--- src/rtl/serial_adder_ctrl_pkg.sv ---
// serial_adder_ctrl_pkg: shared FSM state encodings and default operand width for the serial adder.
package serial_adder_ctrl_pkg;
    localparam int DEFAULT_WIDTH = 8;
    typedef enum logic [1:0] {
        ST_IDLE = 2'd0,
        ST_RUN  = 2'd1,
        ST_DONE = 2'd2
    } state_t;
endpackage

--- src/rtl/full_adder_bit.sv ---
// full_adder_bit: combinational full adder built from two half adders and an OR.
module full_adder_bit (
    input  logic i_a,
    input  logic i_b,
    input  logic i_c,
    output logic o_s,
    output logic o_c
);
    logic w_s0, w_c0, w_c1;
    half_adder u_ha0 (.i_a(i_a),  .i_b(i_b), .o_s(w_s0), .o_c(w_c0));
    half_adder u_ha1 (.i_a(w_s0), .i_b(i_c), .o_s(o_s),  .o_c(w_c1));
    assign o_c = w_c0 | w_c1;
endmodule

--- src/rtl/half_adder.sv ---
// half_adder: one-bit half adder cell.
module half_adder (
    input  logic i_a,
    input  logic i_b,
    output logic o_s,
    output logic o_c
);
    assign o_s = i_a ^ i_b;
    assign o_c = i_a & i_b;
endmodule

--- src/rtl/serial_adder_ctrl.sv ---
// serial_adder_ctrl: bit-serial WIDTH-bit adder sequencer with start/busy/done handshake.
// Define SERIAL_ADDER_OVF_EN to add the registered signed-overflow output ovf.
module serial_adder_ctrl
    import serial_adder_ctrl_pkg::*;
#(
    parameter int WIDTH = DEFAULT_WIDTH
) (
    input  logic             clk,
    input  logic             rst,
    input  logic             start,
    input  logic [WIDTH-1:0] a,
    input  logic [WIDTH-1:0] b,
    output logic             busy,
    output logic             done,
    output logic [WIDTH-1:0] sum,
    output logic             cout
`ifdef SERIAL_ADDER_OVF_EN
    ,
    output logic             ovf
`endif
);
    localparam int CW = $clog2(WIDTH);

    state_t           r_state, w_next;
    logic [WIDTH-1:0] r_sa, r_sb, r_res;
    logic [CW-1:0]    r_cnt;
    logic             r_c;
    logic             w_s, w_co, w_run, w_last, w_accept;

    full_adder_bit u_fa (.i_a(r_sa[0]), .i_b(r_sb[0]), .i_c(r_c), .o_s(w_s), .o_c(w_co));

    assign w_run    = r_state == ST_RUN;
    assign w_last   = w_run && (r_cnt == CW'(WIDTH - 1));
    assign w_accept = start && !w_run;
    assign busy     = w_run;
    assign done     = r_state == ST_DONE;

    always_comb begin
        w_next = w_accept ? ST_RUN : w_run ? (w_last ? ST_DONE : ST_RUN) : ST_IDLE;
    end

    always_ff @(posedge clk) begin
        if (rst) r_state <= ST_IDLE;
        else     r_state <= w_next;
    end

    // Result bits enter at the MSB so after WIDTH shifts the LSB sits at bit 0.
    always_ff @(posedge clk) begin
        if (rst) begin
            r_sa  <= '0;
            r_sb  <= '0;
            r_res <= '0;
            r_cnt <= '0;
            r_c   <= 1'b0;
            sum   <= '0;
            cout  <= 1'b0;
`ifdef SERIAL_ADDER_OVF_EN
            ovf   <= 1'b0;
`endif
        end else if (w_accept) begin
            r_sa  <= a;
            r_sb  <= b;
            r_res <= '0;
            r_cnt <= '0;
            r_c   <= 1'b0;
        end else if (w_run) begin
            r_sa  <= {1'b0, r_sa[WIDTH-1:1]};
            r_sb  <= {1'b0, r_sb[WIDTH-1:1]};
            r_res <= {w_s, r_res[WIDTH-1:1]};
            r_c   <= w_co;
            r_cnt <= r_cnt + CW'(1);
            if (w_last) begin
                sum  <= {w_s, r_res[WIDTH-1:1]};
                cout <= w_co;
`ifdef SERIAL_ADDER_OVF_EN
                ovf  <= r_c ^ w_co;
`endif
            end
        end
    end
endmodule

--- config.mk ---
export PLATFORM = sky130hd
export DESIGN_NAME = serial_adder_ctrl
export DESIGN_NICKNAME = d
export VERILOG_FILES = /design/src/rtl/serial_adder_ctrl_pkg.sv /design/src/rtl/full_adder_bit.sv /design/src/rtl/half_adder.sv /design/src/rtl/serial_adder_ctrl.sv
export SDC_FILE = /design/constraint.sdc
export NUM_CORES = 1
export LEC_CHECK = 0
export CORE_MARGIN = 4
export CORE_UTILIZATION = 40
export CTS_CLUSTER_SIZE = 16
export DETAILED_ROUTE_END_ITERATION = 8
export SLEW_MARGIN = 20
export SYNTH_ARGS = -nofsm -noshare
export SYNTH_HDL_FRONTEND = slang
export SYNTH_SLANG_ARGS = --single-unit
--- constraint.sdc ---
create_clock -name clk -period 3 [get_ports clk]
set_input_delay 0.6 -clock clk [delete_from_list [all_inputs] [get_ports clk]]
set_output_delay 0.6 -clock clk [all_outputs]
set_load 0.02 [all_outputs]
==> summary.txt <==
status = finished, final reports clean
largest family of logic cells by synthesized area = compound AO/OA/AOI/OAI gates
cell family with most CP delay = buffers and inverters
syn avg cell area = 10.2 µm²
Setup Skew = 0.00301 ns
crit-path cells = nand2b_4 -> inv_2 -> clkdlybuf4s50_1
data required time of the worst path = 2.40 ns
critical path fanouts, max = 41
Min-Delay Startpoint = r_cnt[2]$_SDFFE_PP0N_
WHS = 0.460 ns
drt drc = 0
Crit Path Class = reg2out
yosys warns = 0
Worst-Skew Late Latency = 0.28 ns
Max rail drop VDD = 0.000297 V
initial drt markers = 54
post-synthesis mux area share = 0.107
global route overflow = 0
Crit path depth = 3
IO Pins = 30
vias in the first global route = 1,069
xor and xnor area share after synthesis = 0.00585
vias per cell = 4.96
area grow syn2layout = 25.3%
Crit. End Element = primary output
Area contributors post-synth = dfxtp_1 (51%), mux2i_1 (11%), a211oi_1 (7.0%), a22o_1 (5.3%), nand2_1 (5.0%)
DR WL/cell = 12.9 µm
first-pass GRT wire length = 4870 µm
startpoint types = flop
Top FF cell, synth = dfxtp_1
Post-CTS Setup Repair Bufs = 0
EDFF count, synth = 0
core area = 3470 µm²
synthesized cell area = 1500 µm²
Rel. slew slack = 0.696
post-CTS resize count = 0
fin area = 1870 µm²
hold path cells = 2
Yosys top cell area share = 0.508
WP buf/inv = 2
DR vias = 1,092
most frequent cells in the layout = dfxtp_1 (38), clkdlybuf4s50_1 (29), nand2_1 (20), mux2i_1 (16), nor2_1 (15)
CTS tree = yes
sequential element share of the synthesized area = 0.508
Synth area leader = dfxtp_1
Die Span X = 69.2 µm
pin count of the biggest net entering global routing = 42
max-cap violation count = 0
CTS Hold Bufs = 0
initial antenna violation count = 0
share of layout cells above drive strength 1 = 0.0805
clk sinks = 38
drt first pass iters = 4
simple logic cell fraction of the synthesized area = 0.121
share of flip-flops with an asynchronous set or reset = 0
Clk pin slew, worst setup/hold paths = 0.07 ns
CTS H-tree depth = 2
worst reg-to-reg path cell count = 4
syn nets = 168
Inserted Diodes = 0
Final Max Slew Viols = 0
Max clock buf depth = 2
Peak Freq = 390 MHz
Initial Util = 0.431
# setup viols final = 0
critical path's largest stage delay = 0.67 ns
# port buffers = 29
slowest stage cell, crit path = clkdlybuf4s50_1
HPWL after DPL = 1950 µm
Pwr per Cell Area = 514 nW/µm²
gpl congestion = 0.729
placed cell areas = 1800 µm²
All-Layer GR Usage = 0.127
Fin. Hold Viols = 0
Critical R2R Launch = r_state[1]$_SDFF_PP0_
count of cell types in the netlist = 22
cells after synthesis = 146
synthesized-area fraction occupied by adder cells = 0.0301
Worst Tran Pin Value = 0.456 ns
Worst EP arrival = 1.96 ns
area fraction in compound gates after synthesis = 0.177
Die ar. = 4780 µm²
synthesized flop and latch total = 38
Worst R2R Setup Slack = 1.41 ns
Final Net Count = 196
Die Span Y = 69.2 µm
clock root buffer = clkbuf_8
Num CTS Buffers = 5
most common cell after layout, fill and taps aside = dfxtp_1
R2R Path End = sum[7]$_SDFFE_PP0P_
Tmin final = 2.56 ns
Hold Crit Class = reg2reg
Leakage = 0.000738 µW
Worst Hold Endpoint = r_cnt[2]$_SDFFE_PP0N_
Tcrit/Tclk final = 0.854
Routed WL = 2840 µm
row cnt = 21
setup TNS = 0 ns
RSZ-0062 raised after global routing = no
antenna-violating nets left = 0
[power by group]
| group | internal (µW) | switching [µW] |
|---|---|---|
| registers | 526 | 12.1 |
| clock network | 156 | 164 |
| logic | 52.6 | 52.3 |
[flip-flops by register name, summed over array words and instances (netlist names)]
register	cells
r_sa	8
r_sb	8
sum	8
r_res	7
r_cnt	3
r_state	2
cout	1
r_c	1
[tightest hold or removal path: cells and delay by family (launching register included)]
| kind | cells | cell delay, ns |
|---|---|---|
| flip-flops | 1 | 0.31 |
| AND/OR/NAND/NOR | 1 | 0.05 |
| AO/OA/AOI/OAI | 1 | 0.05 |
[layout make-up]
| class | instances | area [µm²] |
|---|---|---|
| clock buffer | 5 | 68.8 |
| clock inverter | 2 | 10.0 |
| fill | 339 | 1590 |
| inverter | 1 | 3.75 |
| multi-input combinational | 96 | 661 |
| sequential | 38 | 761 |
| tap | 46 | 57.6 |
| timing repair buffer | 32 | 313 |
[how the worst max path moves through the flow]
stage | startpoint | slack [ns] | endpoint
after floorplan | r_state[1]$_SDFF_PP0_ | 1.51 | busy
after global placement | r_state[1]$_SDFF_PP0_ | 0.76 | busy
after detailed placement | r_state[1]$_SDFF_PP0_ | 0.74 | busy
after CTS | r_state[1]$_SDFF_PP0_ | 0.42 | busy
after global routing | r_state[1]$_SDFF_PP0_ | 0.33 | busy
final | r_state[1]$_SDFF_PP0_ | 0.44 | busy
[cell usage after synthesis (2+ instances only)]
| cell type | n |
|---|---|
| mux2i_1 | 16 |
| a211oi_1 | 14 |
| buf_4 | 2 |
| ha_1 | 2 |
| a22o_1 | 9 |
| dfxtp_1 | 38 |
| nand2_1 | 20 |
| buf_2 | 6 |
| a21oi_1 | 10 |
| nor2_1 | 15 |
| nor3_1 | 2 |
| buf_6 | 2 |
[routing by layer]
layer  global-route usage  vias to the layer above  routed length (µm)  part of all wire
met5                    0                        -                   0                 0
met2                0.190                       22                1230              0.43
met1                0.158                      500                1420              0.50
met4               0.0781                        0                  71             0.025
li1                     -                      562                   -                 -
met3               0.0407                        8                 109             0.038
[kinds of logic (layout without fill, tap and decap cells)]
group	after synthesis	in the layout
muxes	16	16
AOI/OAI and AO/OA	36	36
DFF	38	38
adders and majority gates	3	3
and+or+nand+nor	40	40
buffers and inverters	12	40
xor gates and xnor gates	1	1
[per-stage QoR]
step	util	instances	setup WS, ns	power, µW
after floorplan	-	146	1.51	620
after global placement	0.518	213	0.757	653
after detailed placement	0.518	213	0.739	655
after CTS	0.540	220	0.417	976
after global routing	0.540	220	0.328	1000
final	0.540	220	0.439	963
Power figures use the tool's default switching activity.
